$ cat config.mk
export PLATFORM = sky130hd
export DESIGN_NAME = div_seq_ctrl
export DESIGN_NICKNAME = d
export VERILOG_FILES = /design/src/rtl/div_seq_ctrl.sv
export SDC_FILE = /design/constraint.sdc
export NUM_CORES = 1
export LEC_CHECK = 0
export CORE_MARGIN = 2
export CORE_UTILIZATION = 35
export CTS_CLUSTER_DIAMETER = 30
export CTS_CLUSTER_SIZE = 24
export DETAILED_ROUTE_END_ITERATION = 16
export PLACE_DENSITY = 0.62
export REMOVE_ABC_BUFFERS = 1
export SLEW_MARGIN = 10
export SYNTH_ARGS = -nofsm -noshare
export SYNTH_HDL_FRONTEND = slang
export SYNTH_SLANG_ARGS = --single-unit
$ cat constraint.sdc
create_clock -name clk -period 2.8 [get_ports clk]
set_input_delay 0.28 -clock clk [delete_from_list [all_inputs] [get_ports clk]]
set_output_delay 0.28 -clock clk [all_outputs]
set_load 0.05 [all_outputs]
$ cat src/rtl/div_seq_ctrl.sv
// Sequential restoring divider controller: valid/ready request in, one quotient bit per enabled cycle,
// full-width quotient/remainder out on a valid/ready response. Define DIV_EARLY_TERM_EN to finish at once when dividend < divisor.
module div_seq_ctrl #(
  parameter int unsigned WIDTH = 8,
  parameter int unsigned CNT_W = 4
) (
  input  logic             clk,
  input  logic             rst_n,
  input  logic             ena,
  input  logic             req_valid,
  output logic             req_ready,
  input  logic [WIDTH-1:0] dividend,
  input  logic [WIDTH-1:0] divisor,
  output logic             rsp_valid,
  input  logic             rsp_ready,
  output logic [WIDTH-1:0] quotient,
  output logic [WIDTH-1:0] remainder,
  output logic             div_by_zero,
  output logic             busy
);

  typedef enum logic [1:0] {
    ST_IDLE = 2'd0,
    ST_RUN  = 2'd1,
    ST_DONE = 2'd2
  } state_e;

  state_e           state_q, state_d;
  logic [CNT_W-1:0] cnt_q, cnt_d;
  logic [WIDTH-1:0] quo_q, quo_d;
  logic [WIDTH-1:0] rem_q, rem_d;
  logic [WIDTH-1:0] dvsr_q, dvsr_d;
  logic             dbz_q, dbz_d;
  logic             req_ready_q, rsp_valid_q, busy_q;
  logic [WIDTH:0]   acc_sh;
  logic [WIDTH:0]   trial;

  // Remainder accumulator shifted left, pulling in the next dividend bit from the quotient register
  assign acc_sh = {rem_q, quo_q[WIDTH-1]};
  assign trial  = acc_sh - {1'b0, dvsr_q};

  // Next-state and datapath update
  always_comb begin
    state_d = state_q;
    cnt_d   = cnt_q;
    quo_d   = quo_q;
    rem_d   = rem_q;
    dvsr_d  = dvsr_q;
    dbz_d   = dbz_q;
    case (state_q)
      ST_IDLE: begin
        if (req_valid) begin
          if (divisor == '0) begin
            quo_d   = '1;
            rem_d   = dividend;
            dbz_d   = 1'b1;
            state_d = ST_DONE;
          end
`ifdef DIV_EARLY_TERM_EN
          else if (dividend < divisor) begin
            quo_d   = '0;
            rem_d   = dividend;
            state_d = ST_DONE;
          end
`endif
          else begin
            quo_d   = dividend;
            rem_d   = '0;
            cnt_d   = CNT_W'(WIDTH);
            dvsr_d  = divisor;
            state_d = ST_RUN;
          end
        end
      end
      ST_RUN: begin
        // A clear sign bit means the trial subtraction fits; otherwise keep the shifted accumulator
        if (!trial[WIDTH]) begin
          rem_d = trial[WIDTH-1:0];
          quo_d = {quo_q[WIDTH-2:0], 1'b1};
        end else begin
          rem_d = acc_sh[WIDTH-1:0];
          quo_d = {quo_q[WIDTH-2:0], 1'b0};
        end
        cnt_d = cnt_q - CNT_W'(1);
        if (cnt_q == CNT_W'(1)) begin
          state_d = ST_DONE;
        end
      end
      ST_DONE: begin
        if (rsp_ready) begin
          dbz_d   = 1'b0;
          state_d = ST_IDLE;
        end
      end
      default: begin
        state_d = ST_IDLE;
      end
    endcase
  end

  // State, datapath and registered status flags; ena=0 freezes everything
  always_ff @(posedge clk or negedge rst_n) begin
    if (!rst_n) begin
      state_q     <= ST_IDLE;
      cnt_q       <= '0;
      quo_q       <= '0;
      rem_q       <= '0;
      dvsr_q      <= '0;
      dbz_q       <= 1'b0;
      req_ready_q <= 1'b1;
      rsp_valid_q <= 1'b0;
      busy_q      <= 1'b0;
    end else if (ena) begin
      state_q     <= state_d;
      cnt_q       <= cnt_d;
      quo_q       <= quo_d;
      rem_q       <= rem_d;
      dvsr_q      <= dvsr_d;
      dbz_q       <= dbz_d;
      req_ready_q <= (state_d == ST_IDLE);
      rsp_valid_q <= (state_d == ST_DONE);
      busy_q      <= (state_d != ST_IDLE);
    end
  end

  assign req_ready   = req_ready_q;
  assign rsp_valid   = rsp_valid_q;
  assign busy        = busy_q;
  assign quotient    = quo_q;
  assign remainder   = rem_q;
  assign div_by_zero = dbz_q;

endmodule
; Yosys cells after proc, flatten, opt, wreduce, memory -nomap -nowiden
; Cells that the tools add are included.
[classes]
addsub = 2
eq_ne = 8
n_mux = 20
n_bitwise = 1
reduce_logical = 10
[op_table]
columns = operator, n
row1 = 8-bit 2-to-1 mux, 5
row2 = 8-bit case mux with 2 select lines, 2
row3 = 9-bit by 8-bit subtractor with 9-bit output, 1
row4 = 8-bit logical NOT, 1
row5 = 2-bit 2-to-1 mux, 4
row6 = 4-bit 2-to-1 mux, 2
row7 = 2-bit != test (second input constant), 4
row8 = 4-bit case mux with 2 select lines, 1
row9 = 4-bit AND reduction, 2
row10 = 2-bit case mux with 3 select lines, 1
row11 = 2-bit nonzero test, 3
row12 = 5-bit AND reduction, 1
row13 = 2-bit equality test (second input constant), 2
row14 = 4-bit by 1-bit equality test with 1-bit output (second input constant), 1
row15 = 2-bit logical NOT, 2
row16 = 1-bit 2-to-1 mux, 4
row17 = 4-bit by 1-bit subtractor with 4-bit output (second input constant), 1
row18 = 3-bit AND reduction, 1
row19 = 2-bit by 1-bit equality test with 1-bit output (second input constant), 1
row20 = 1-bit case mux with 2 select lines, 1
row21 = 1-bit NOT, 1
[totals]
regBits = 34
in_bits = 21
out_inout_bits = 20
word_cells = 50

; Longest topological paths before layout
; Gate-level depths: netlist of the first run.
[logic_depth]
depth_word = 5
depth_mapped = 9
depth_no_buf = 9

; Worst setup path after synthesis of the first run
; OpenSTA, ideal clock, no wires.
[synth_path]
path_type = register to register
startpoint = register quo_q[7] (netlist: quotient[7])
endpoint = register rem_q[7] (netlist: remainder[7])
setup_time_ns = 0.069
t_arrival_ns = 2.716
required_time_ns = 2.731
slack_ns = 0.015
stages_incl_launch_ff = 10
path_buffers = 0
period_less_slack_ns = 2.785
path_cell_list = dfrtp_1 inv_1 ha_1 fa_1 nand2b_1 a211oi_2 mux2i_1 nor2_4 or4_1 nand2_1
[synth_via]
elab_chain_cells = 3
[synth_lines]
columns = item, line
row1 = from (decl), 30  ; logic [WIDTH-1:0] quo_q, quo_d;
row2 = from (signal assigned), 116  ; quo_q <= quo_d;
row3 = 9-bit by 8-bit subtractor with 9-bit output, 40  ; assign trial = acc_sh - {1'b0, dvsr_q};
row4 = 8-bit 2-to-1 mux, 77  ; if (!trial[WIDTH]) begin
row5 = 8-bit case mux with 2 select lines, 50  ; case (state_q)
row6 = to (signal assigned), 117  ; rem_q <= rem_d;
row7 = to (decl), 31  ; logic [WIDTH-1:0] rem_q, rem_d;
; Every way passes these cells.
; A chain may end at the register's enable or synchronous reset.

; Worst setup path after layout of the first run
; Ends and elaborated chain as after synthesis.

==> flow_summary.html, run 1 <==
<table>
<tr><th>Metric</th><th>Value</th></tr>
<tr><th colspan="2">Global route</th></tr>
<tr><td>GR Overflow Total</td><td>0</td></tr>
<tr><td>Number of antenna violations at the first check in global routing</td><td>0</td></tr>
<tr><td>Maximum number of pins on one net before global-route repair</td><td>35</td></tr>
<tr><td>Total track usage</td><td>0.167</td></tr>
<tr><td>Global-route wire length before repair</td><td>8.55 mm</td></tr>
<tr><td>Vias in the first global route</td><td>1792</td></tr>
<tr><th colspan="2">Logic synthesis</th></tr>
<tr><td>Number of synthesis warnings</td><td>0</td></tr>
<tr><td>Register bit total from synthesis</td><td>34</td></tr>
<tr><td>Number of enable flip-flop cells after synthesis</td><td>0</td></tr>
<tr><td>Average size of a mapped cell</td><td>8.77 um2</td></tr>
<tr><td>Fraction of registers with async set/reset</td><td>1.00</td></tr>
<tr><td>Summed instance area of the synthesized netlist</td><td>2120 um2</td></tr>
<tr><td>Gate Count Post-Synth</td><td>242</td></tr>
<tr><td>Proportion of synthesized chip area in sequential cells</td><td>0.402</td></tr>
<tr><td>Number of library cell types mapped by synthesis</td><td>49</td></tr>
<tr><td>Dominant synthesized flop cell</td><td>dfrtp_1</td></tr>
<tr><th colspan="2">Clock network</th></tr>
<tr><td>Htree depth</td><td>2</td></tr>
<tr><td>Resized Gates After CTS</td><td>0</td></tr>
<tr><td>Sink Count</td><td>34</td></tr>
<tr><td>Hold buffer count at CTS</td><td>0</td></tr>
<tr><td>Postcts setup bufs</td><td>0</td></tr>
<tr><td>Longest Clk Path Bufs</td><td>2</td></tr>
<tr><td>Buffer type at the clock tree root</td><td>clkbuf_8</td></tr>
<tr><td>Number of buffers inserted during clock tree synthesis</td><td>5</td></tr>
<tr><td>Clock tree from TritonCTS</td><td>built</td></tr>
<tr><td>Insertion delay to the later sink of the worst-skew pair</td><td>0.29 ns</td></tr>
<tr><td>Clock slew at the register clock pins of the worst setup and hold paths</td><td>0.07 ns</td></tr>
<tr><th colspan="2">Detailed routing</th></tr>
<tr><td>Wirelength, routed</td><td>5.10 mm</td></tr>
<tr><td>Total via count after detailed routing</td><td>1884</td></tr>
<tr><td>1st-pass router iterations</td><td>4</td></tr>
<tr><td>Routed len/inst</td><td>14.2 um</td></tr>
<tr><td>Drt first-iter violations</td><td>93</td></tr>
<tr><td>Vias per std cell</td><td>5.23</td></tr>
<tr><td>Final routed DRC violation total</td><td>0</td></tr>
<tr><td>Number of routed nets with antenna violations</td><td>0</td></tr>
<tr><th colspan="2">Floorplan</th></tr>
<tr><td>Die area</td><td>6700 um2</td></tr>
<tr><td>Starting Density</td><td>0.361</td></tr>
<tr><td>Core Footprint</td><td>5890 um2</td></tr>
<tr><td>Number of standard-cell rows in the floorplan</td><td>28</td></tr>
<tr><td>Width of the die</td><td>81.9 um</td></tr>
<tr><td># IOs</td><td>41</td></tr>
<tr><td>Height of the die</td><td>81.9 um</td></tr>
<tr><th colspan="2">Critical path</th></tr>
<tr><td>Critical Path RT</td><td>3.03 ns</td></tr>
<tr><td>Setup crit start kind</td><td>register</td></tr>
<tr><td>Start-to-end type of the worst setup path</td><td>register to register</td></tr>
<tr><td>Peak fanout along the critical path</td><td>9</td></tr>
<tr><td>CP Data Arrival Time</td><td>2.78 ns</td></tr>
<tr><td>Worst Setup End Kind</td><td>register</td></tr>
<tr><th colspan="2">Timing</th></tr>
<tr><td>Unrepaired setup endpoints after global routing</td><td>no</td></tr>
<tr><td>Min Tclk post-route</td><td>2.54 ns</td></tr>
<tr><td>Worst Tran Pin Value</td><td>0.929 ns</td></tr>
<tr><td>Total negative slack for setup checks</td><td>0 ns</td></tr>
<tr><td>Count of final hold-check violations</td><td>0</td></tr>
<tr><td>Pins over their slew limit</td><td>0</td></tr>
<tr><td>Final critical-path share of the clock period</td><td>0.909</td></tr>
<tr><td>Setup clock skew after layout</td><td>0.00471 ns</td></tr>
<tr><td>Max Freq</td><td>0.393 GHz</td></tr>
<tr><td>Finish-stage setup viols</td><td>0</td></tr>
<tr><td>Relative slew margins</td><td>0.377</td></tr>
<tr><th colspan="2">Placement</th></tr>
<tr><td>Port Buffer Count</td><td>40</td></tr>
<tr><td>Post-detailed-placement half-perimeter wirelength</td><td>3.75 mm</td></tr>
<tr><td>RePlAce Congestion</td><td>0.830</td></tr>
<tr><td>Area after DPL</td><td>2610 um2</td></tr>
<tr><th colspan="2">Hold path</th></tr>
<tr><td>Hold/Removal Path Class</td><td>primary input to asynchronous set/reset pin</td></tr>
<tr><th colspan="2">Cells and area</th></tr>
<tr><td>Final #Nets</td><td>316</td></tr>
<tr><td>Area overhead of the layout relative to synthesis</td><td>29.5%</td></tr>
<tr><td>Core Util, Final</td><td>0.467</td></tr>
<tr><td>Ratio of cells with drive above 1 in the final layout</td><td>0.0982</td></tr>
<tr><td>Post-Layout Inst Area</td><td>2750 um2</td></tr>
<tr><td>Diodes inserted</td><td>0</td></tr>
<tr><th colspan="2">Outcome</th></tr>
<tr><td>Status</td><td>complete, no violations</td></tr>
<tr><th colspan="2">Job</th></tr>
<tr><td>Max-cap violations</td><td>0</td></tr>
</table>
Yosys cell counts, types with 3 or more instances:
| cell | instances | area share |
|---|---|---|
| ha_1 | 10 | 0.059 |
| nor2b_1 | 4 | 0.012 |
| clkbuf_1 | 5 | 0.0088 |
| mux2_2 | 3 | 0.016 |
| nor2_1 | 24 | 0.042 |
| a21oi_1 | 16 | 0.038 |
| and3_1 | 3 | 0.0088 |
| mux2i_1 | 7 | 0.033 |
| buf_2 | 5 | 0.012 |
| inv_1 | 16 | 0.028 |
| o21ai_0 | 21 | 0.050 |
| nor3_1 | 4 | 0.0094 |
| nand2_1 | 30 | 0.053 |
| dfrtp_1 | 33 | 0.39 |
| nand2b_1 | 5 | 0.015 |
| a31oi_1 | 8 | 0.024 |
| o22ai_1 | 6 | 0.018 |
| nand3_1 | 4 | 0.0094 |
registers in the layout, indices dropped and copies added, names as in the netlist:
register and flops:
rsp_valid 1, div_by_zero 1, req_ready 1, dvsr_q 8, cnt_q 4, busy 1, state_q 2, quotient 8
remainder 8
final timing paths:
kind / slack (ns) / to / from / cells after the start
setup reg to reg: 0.26 / remainder[7] / quotient[7] / 9
min in group clk: 0.53 / req_ready / req_ready / 1
hold / removal: 0.40 / dvsr_q[2] / rst_n / 2
max in group asynchronous: 2.07 / req_ready / rst_n / 2
hold reg to reg: 0.53 / req_ready / req_ready / 1
setup / recovery: 0.26 / remainder[7] / quotient[7] / 9
worst max-delay path, cell delays in order, from the launching register on:
cell	delay (ns)
dfrtp_1	0.34
inv_1	0.07
ha_1	0.23
fa_1	0.40
nand2b_1	0.18
a211oi_2	0.21
mux2i_1	0.35
nor2_4	0.13
or4_1	0.51
nand2_1	0.06
logic make-up (layout without fill, tap and decap cells):
group                    count (synthesis)  count (layout)  share of synthesized area
AO/OA/AOI/OAI                           71              71                      0.206
XOR/XNOR                                 4               4                     0.0201
adder cells (fa/ha/maj)                 11              11                     0.0684
buffers and inverters                   27              70                     0.0542
flip-flops                              34              34                      0.402
multiplexers                            10              10                     0.0489
AND/OR/NAND/NOR                         85              85                      0.200
through the flow:
stage | hold slack, ns | setup WS [ns] | std cells
global placement | 0.499 | 0.329 | 352
floorplan | -0.0156 | 0.0152 | 231
finish | 0.396 | 0.255 | 360
CTS | 0.418 | 0.238 | 360
global route | 0.452 | 0.0964 | 360
detailed placement | 0.501 | 0.291 | 352
layer usage:
layer	wire length, um	vias up	share of wire	track usage
li1	-	939	-	-
met1	2340	885	0.46	0.216
met2	2420	52	0.47	0.276
met3	263	8	0.052	0.0407
met4	72	0	0.014	0.0500
met5	0	-	0	0
placed cells by master, fill, tap and decap left out, drive strengths merged, types with 2 or more instances in the layout:
cell type	Yosys	final
dfrtp	33	33
or4	3	3
a211oi	2	2
nand2	31	31
nor2	26	26
nand2b	5	5
and3	3	3
o21ai	23	23
nor2b	4	4
inv	16	16
nand3	4	4
o31ai	2	2
o211ai	2	2
bufinv	0	2
buf	6	6
a31oi	8	8
nor3	6	6
clkbuf	5	6
xor2	3	3
a21oi	17	17
clkdlybuf4s50	0	40
a311o	2	2
o22ai	6	6
ha	10	10
mux2i	7	7
a41oi	2	2
mux2	3	3
final cells by class:
cell class,count,area [um2]
sequential,34,852
multi-input combinational,181,1150
clock inverter,2,60.1
tap,75,93.8
timing repair buffer,46,445
clock buffer,6,82.6
inverter,16,60.1
fill,579,3140
Power of run 1 is left out: the tool's default activity adds up to more than one toggle a clock period on the data nets, which glitch-free logic cannot reach.
==> run 2, diff against run 1 <==
--- a/config.mk
+++ b/config.mk
@@ -6,11 +6,11 @@
 export NUM_CORES = 1
 export LEC_CHECK = 0
 export CORE_MARGIN = 2
-export CORE_UTILIZATION = 35
+export CORE_UTILIZATION = 52
 export CTS_CLUSTER_DIAMETER = 30
 export CTS_CLUSTER_SIZE = 24
 export DETAILED_ROUTE_END_ITERATION = 16
-export PLACE_DENSITY = 0.62
+export PLACE_DENSITY = 0.84
 export REMOVE_ABC_BUFFERS = 1
 export SLEW_MARGIN = 10
 export SYNTH_ARGS = -nofsm -noshare
==> flow_summary.html, run 2 (synthesized netlist as in run 1, its figures left out) <==
<table>
<tr><th>Metric</th><th>Value</th></tr>
<tr><th colspan="2">Detailed routing</th></tr>
<tr><td>Wirelength, routed</td><td>4.79 mm</td></tr>
<tr><td>Vias per std cell</td><td>5.66</td></tr>
<tr><td>Total via count after detailed routing</td><td>1892</td></tr>
<tr><td>Routed len/inst</td><td>14.3 um</td></tr>
<tr><td>Number of routed nets with antenna violations</td><td>0</td></tr>
<tr><td>1st-pass router iterations</td><td>4</td></tr>
<tr><td>Final routed DRC violation total</td><td>0</td></tr>
<tr><td>Drt first-iter violations</td><td>191</td></tr>
<tr><th colspan="2">Global route</th></tr>
<tr><td>Number of antenna violations at the first check in global routing</td><td>0</td></tr>
<tr><td>Vias in the first global route</td><td>1720</td></tr>
<tr><td>Maximum number of pins on one net before global-route repair</td><td>35</td></tr>
<tr><td>GR Overflow Total</td><td>0</td></tr>
<tr><td>Total track usage</td><td>0.235</td></tr>
<tr><td>Global-route wire length before repair</td><td>7.98 mm</td></tr>
<tr><th colspan="2">Placement</th></tr>
<tr><td>Post-detailed-placement half-perimeter wirelength</td><td>3.59 mm</td></tr>
<tr><td>Port Buffer Count</td><td>40</td></tr>
<tr><td>RePlAce Congestion</td><td>0.858</td></tr>
<tr><th colspan="2">Floorplan</th></tr>
<tr><td>Height of the die</td><td>67.9 um</td></tr>
<tr><td>Starting Density</td><td>0.534</td></tr>
<tr><td>Width of the die</td><td>67.9 um</td></tr>
<tr><td>Core Footprint</td><td>3970 um2</td></tr>
<tr><td># IOs</td><td>41</td></tr>
<tr><td>Number of standard-cell rows in the floorplan</td><td>23</td></tr>
<tr><td>Die area</td><td>4610 um2</td></tr>
<tr><th colspan="2">Job</th></tr>
<tr><td>Max-cap violations</td><td>0</td></tr>
<tr><th colspan="2">Critical path</th></tr>
<tr><td>CP top delay family</td><td>simple AND/OR/NAND/NOR gates</td></tr>
<tr><td>Beginning of the critical path</td><td>quotient[7]</td></tr>
<tr><td>Highest cell delay on the worst timing path</td><td>0.52 ns</td></tr>
<tr><td>Worst Setup End Kind</td><td>register</td></tr>
<tr><td>Start-to-end type of the worst setup path</td><td>register to register</td></tr>
<tr><td>Worst flop-to-flop path startpoint</td><td>quotient[7]</td></tr>
<tr><td>Buf/Inv on CP</td><td>1</td></tr>
<tr><td>Peak fanout along the critical path</td><td>9</td></tr>
<tr><td>Setup crit start kind</td><td>register</td></tr>
<tr><td>Cell type of the slowest stage on the worst timing path</td><td>or4_1</td></tr>
<tr><td>CP Data Arrival Time</td><td>2.80 ns</td></tr>
<tr><td>Critical Path RT</td><td>3.03 ns</td></tr>
<tr><td>Cell breakdown of the critical path</td><td>inv_1 -&gt; ha_1 -&gt; fa_1 -&gt; nand2b_1 -&gt; a211oi_2 -&gt; mux2i_1 -&gt; nor2_4 -&gt; or4_1 -&gt; nand2_1</td></tr>
<tr><th colspan="2">Clock network</th></tr>
<tr><td>Number of buffers inserted during clock tree synthesis</td><td>5</td></tr>
<tr><td>Buffer type at the clock tree root</td><td>clkbuf_8</td></tr>
<tr><td>Insertion delay to the later sink of the worst-skew pair</td><td>0.29 ns</td></tr>
<tr><td>Resized Gates After CTS</td><td>0</td></tr>
<tr><td>Clock tree from TritonCTS</td><td>built</td></tr>
<tr><td>Hold buffer count at CTS</td><td>0</td></tr>
<tr><td>Htree depth</td><td>2</td></tr>
<tr><td>Longest Clk Path Bufs</td><td>2</td></tr>
<tr><td>Sink Count</td><td>34</td></tr>
<tr><td>Clock slew at the register clock pins of the worst setup and hold paths</td><td>0.07 ns</td></tr>
<tr><td>Postcts setup bufs</td><td>0</td></tr>
<tr><th colspan="2">Timing</th></tr>
<tr><td>Final critical-path share of the clock period</td><td>0.920</td></tr>
<tr><td>Worst Tran Pin Value</td><td>0.922 ns</td></tr>
<tr><td>Count of final hold-check violations</td><td>0</td></tr>
<tr><td>Pins over their slew limit</td><td>0</td></tr>
<tr><td>Setup clock skew after layout</td><td>0.00305 ns</td></tr>
<tr><td>Finish-stage setup viols</td><td>0</td></tr>
<tr><td>Max Freq</td><td>0.388 GHz</td></tr>
<tr><td>Total negative slack for setup checks</td><td>0 ns</td></tr>
<tr><td>Min Tclk post-route</td><td>2.57 ns</td></tr>
<tr><td>Relative slew margins</td><td>0.382</td></tr>
<tr><td>Unrepaired setup endpoints after global routing</td><td>no</td></tr>
<tr><th colspan="2">Cells and area</th></tr>
<tr><td>Final #Nets</td><td>315</td></tr>
<tr><td>Ratio of cells with drive above 1 in the final layout</td><td>0.0951</td></tr>
<tr><td>Diodes inserted</td><td>0</td></tr>
<tr><td>Most frequent cells in the layout</td><td>40 x clkdlybuf4s50_1, 33 x dfrtp_1, 30 x nand2_1</td></tr>
<tr><td>Area overhead of the layout relative to synthesis</td><td>25.5%</td></tr>
<tr><td>Most common library cell in the layout ignoring fill and taps</td><td>clkdlybuf4s50_1</td></tr>
<tr><th colspan="2">Hold path</th></tr>
<tr><td>Hold/Removal Path Class</td><td>primary input to asynchronous set/reset pin</td></tr>
<tr><th colspan="2">Outcome</th></tr>
<tr><td>Status</td><td>complete, no violations</td></tr>
</table>
run 2: cell count changes in the layout (fill, tap and decap cells not counted):
cell        previous run  this run
buf_4                  6         5
clkinvlp_4             0         1
bufinv_16              2         0
clkinv_2               0         1
run 2: final timing paths:
path,to,slack (ns),cells after the start
min in group clk,quotient[1],0.51,2
max in group asynchronous,req_ready,2.08,2
setup reg to reg,remainder[7],0.23,9
hold / removal,dvsr_q[1],0.40,2
hold reg to reg,quotient[1],0.51,2
setup / recovery,remainder[7],0.23,9
run 2: worst register-to-register path, cell delays in order (launching register included):
cell      delay, ns
dfrtp_1        0.37
inv_1          0.07
ha_1           0.22
fa_1           0.40
nand2b_1       0.18
a211oi_2       0.21
mux2i_1        0.34
nor2_4         0.13
or4_1          0.52
nand2_1        0.07
run 2: final cells by class:
type | instances | area, um2
tap | 50 | 62.6
sequential | 34 | 852
inverter | 16 | 60.1
timing repair buffer | 45 | 438
multi-input combinational | 181 | 1150
fill | 337 | 1310
clock buffer | 6 | 82.6
clock inverter | 2 | 12.5
run 2: metal layers:
metal / wire length [um] / track usage
met5: 0 / 0
met4: 85 / 0.0825
met1: 2110 / 0.316
met3: 284 / 0.0609
met2: 2320 / 0.369
run 2: through the flow:
stage | instances | instance area (um2) | hold slack (ns) | setup WS, ns | utilization
3_3_place_gp | 326 | 2570 | 0.496 | 0.340 | 0.647
5_1_grt | 334 | 2660 | 0.467 | 0.0865 | 0.670
2_1_floorplan | 231 | 2070 | -0.0156 | 0.0152 | -
3_5_place_dp | 326 | 2570 | 0.497 | 0.247 | 0.647
4_1_cts | 334 | 2660 | 0.402 | 0.226 | 0.670
6_report | 334 | 2660 | 0.397 | 0.225 | 0.670
Power of run 2 is left out for the same reason.
==> run 3, diff against run 2 <==
==> constraint.sdc (replaced) <==
create_clock -name clk -period 2.6 [get_ports clk]
set_input_delay 0.26 -clock clk [delete_from_list [all_inputs] [get_ports clk]]
set_output_delay 0.26 -clock clk [all_outputs]
set_load 0.05 [all_outputs]
==> flow_summary.html, run 3 (synthesized netlist as in run 1, its figures left out) <==
<table>
<tr><th>Metric</th><th>Value</th></tr>
<tr><th colspan="2">Global route</th></tr>
<tr><td>Maximum number of pins on one net before global-route repair</td><td>35</td></tr>
<tr><td>Global-route wire length before repair</td><td>8.66 mm</td></tr>
<tr><td>Vias in the first global route</td><td>1900</td></tr>
<tr><td>GR Overflow Total</td><td>0</td></tr>
<tr><td>Total track usage</td><td>0.256</td></tr>
<tr><td>Number of antenna violations at the first check in global routing</td><td>0</td></tr>
<tr><th colspan="2">Clock network</th></tr>
<tr><td>Longest Clk Path Bufs</td><td>2</td></tr>
<tr><td>Clock slew at the register clock pins of the worst setup and hold paths</td><td>0.07 ns</td></tr>
<tr><td>Buffer type at the clock tree root</td><td>clkbuf_8</td></tr>
<tr><td>Sink Count</td><td>34</td></tr>
<tr><td>Insertion delay to the later sink of the worst-skew pair</td><td>0.29 ns</td></tr>
<tr><td>Htree depth</td><td>2</td></tr>
<tr><td>Number of buffers inserted during clock tree synthesis</td><td>5</td></tr>
<tr><td>Clock tree from TritonCTS</td><td>built</td></tr>
<tr><th colspan="2">Floorplan</th></tr>
<tr><td># IOs</td><td>41</td></tr>
<tr><td>Number of standard-cell rows in the floorplan</td><td>23</td></tr>
<tr><td>Width of the die</td><td>67.9 um</td></tr>
<tr><td>Starting Density</td><td>0.534</td></tr>
<tr><td>Core Footprint</td><td>3970 um2</td></tr>
<tr><td>Die area</td><td>4610 um2</td></tr>
<tr><td>Height of the die</td><td>67.9 um</td></tr>
<tr><th colspan="2">Critical path</th></tr>
<tr><td>Peak fanout along the critical path</td><td>5</td></tr>
<tr><td>Setup crit start kind</td><td>register</td></tr>
<tr><td>CP Data Arrival Time</td><td>2.69 ns</td></tr>
<tr><td>Worst Setup End Kind</td><td>register</td></tr>
<tr><td>Start-to-end type of the worst setup path</td><td>register to register</td></tr>
<tr><td>Cell breakdown of the critical path</td><td>inv_1 -&gt; ha_1 -&gt; fa_2 -&gt; nand2b_4 -&gt; a211oi_4 -&gt; mux2i_2 -&gt; nor2_4 -&gt; or4_1 -&gt; nand2_1</td></tr>
<tr><td>Critical Path RT</td><td>2.84 ns</td></tr>
<tr><td>Highest cell delay on the worst timing path</td><td>0.50 ns</td></tr>
<tr><td>CP top delay family</td><td>simple AND/OR/NAND/NOR gates</td></tr>
<tr><td>Buf/Inv on CP</td><td>1</td></tr>
<tr><td>Cell type of the slowest stage on the worst timing path</td><td>or4_1</td></tr>
<tr><th colspan="2">Cells and area</th></tr>
<tr><td>Most frequent cells in the layout</td><td>40 x clkdlybuf4s50_1, 33 x dfrtp_1, 30 x nand2_1</td></tr>
<tr><td>Diodes inserted</td><td>0</td></tr>
<tr><td>Most common library cell in the layout ignoring fill and taps</td><td>clkdlybuf4s50_1</td></tr>
<tr><td>Layout Cells excl Fill</td><td>338</td></tr>
<tr><td>Area overhead of the layout relative to synthesis</td><td>27.7%</td></tr>
<tr><td>Final #Nets</td><td>319</td></tr>
<tr><td>Post-Layout Inst Area</td><td>2710 um2</td></tr>
<tr><td>Ratio of cells with drive above 1 in the final layout</td><td>0.115</td></tr>
<tr><th colspan="2">Detailed routing</th></tr>
<tr><td>Wirelength, routed</td><td>5.17 mm</td></tr>
<tr><td>Drt first-iter violations</td><td>155</td></tr>
<tr><td>Total via count after detailed routing</td><td>1932</td></tr>
<tr><td>Final routed DRC violation total</td><td>0</td></tr>
<tr><td>Routed len/inst</td><td>15.3 um</td></tr>
<tr><td>1st-pass router iterations</td><td>4</td></tr>
<tr><td>Number of routed nets with antenna violations</td><td>0</td></tr>
<tr><td>Vias per std cell</td><td>5.72</td></tr>
<tr><th colspan="2">Timing</th></tr>
<tr><td>Max Freq</td><td>0.407 GHz</td></tr>
<tr><td>Min Tclk post-route</td><td>2.46 ns</td></tr>
<tr><td>Worst Tran Pin Value</td><td>0.965 ns</td></tr>
<tr><td>Pins over their slew limit</td><td>0</td></tr>
<tr><td>Setup clock skew after layout</td><td>0.00717 ns</td></tr>
<tr><td>Total negative slack for setup checks</td><td>0 ns</td></tr>
<tr><td>Unrepaired setup endpoints after global routing</td><td>no</td></tr>
<tr><td>Finish-stage setup viols</td><td>0</td></tr>
<tr><td>Final critical-path share of the clock period</td><td>0.945</td></tr>
<tr><td>Relative slew margins</td><td>0.353</td></tr>
<tr><td>Count of final hold-check violations</td><td>0</td></tr>
<tr><td>Smallest setup slack after layout</td><td>0.143 ns</td></tr>
<tr><th colspan="2">Placement</th></tr>
<tr><td>Post-detailed-placement half-perimeter wirelength</td><td>3.76 mm</td></tr>
<tr><td>Port Buffer Count</td><td>40</td></tr>
<tr><td>RePlAce Congestion</td><td>0.833</td></tr>
<tr><td>Area after DPL</td><td>2590 um2</td></tr>
<tr><td>Pre-CTS setup slack</td><td>0.0672 ns</td></tr>
<tr><td>Total placed cells including tap cells</td><td>329</td></tr>
<tr><th colspan="2">Job</th></tr>
<tr><td>Max-cap violations</td><td>0</td></tr>
<tr><th colspan="2">Hold path</th></tr>
<tr><td>Hold/Removal Path Class</td><td>primary input to asynchronous set/reset pin</td></tr>
<tr><th colspan="2">Outcome</th></tr>
<tr><td>Status</td><td>complete, no violations</td></tr>
</table>
==> run 3: what timing repair did <==
item	4_1_cts	5_1_grt
setup buffers	0	1
hold buffers	0	0
gates resized for setup	0	4
endpoints found under the setup margin	0	5
==> run 3: routing by layer <==
| metal | vias up | part of all wire | GRT usage | wire length [um] |
|---|---|---|---|---|
| met5 | - | 0 | 0 | 0 |
| met4 | 0 | 0.015 | 0.0925 | 80 |
| met3 | 9 | 0.057 | 0.0724 | 295 |
| met2 | 55 | 0.51 | 0.429 | 2630 |
| met1 | 925 | 0.42 | 0.315 | 2170 |
| li1 | 943 | - | - | - |
==> run 3: final timing paths <==
check                             from      endpoint  slack [ns]  depth (start not counted)
max                        quotient[7]  remainder[7]        0.14                          9
min                              rst_n     dvsr_q[2]        0.38                          2
max reg2reg                quotient[7]  remainder[7]        0.14                          9
min reg2reg                quotient[1]   quotient[1]        0.51                          2
max in group asynchronous        rst_n     req_ready        1.89                          2
min in group clk           quotient[1]   quotient[1]        0.51                          2
==> run 3: metrics by stage <==
stage	hold WS, ns	util
after floorplan	-0.0356	-
after global placement	0.496	0.652
after detailed placement	0.498	0.652
after CTS	0.390	0.675
after global routing	0.426	0.682
final	0.376	0.682
==> run 3: area by class of cell <==
class | instances | area [um2]
Multi-Input combinational cell | 181 | 1180
Fill cell | 318 | 1260
Sequential cell | 34 | 852
Tap cell | 50 | 62.6
Clock inverter | 1 | 5.00
Timing Repair Buffer | 49 | 468
Clock buffer | 7 | 86.3
Inverter | 16 | 60.1
Power of run 3 is left out for the same reason.
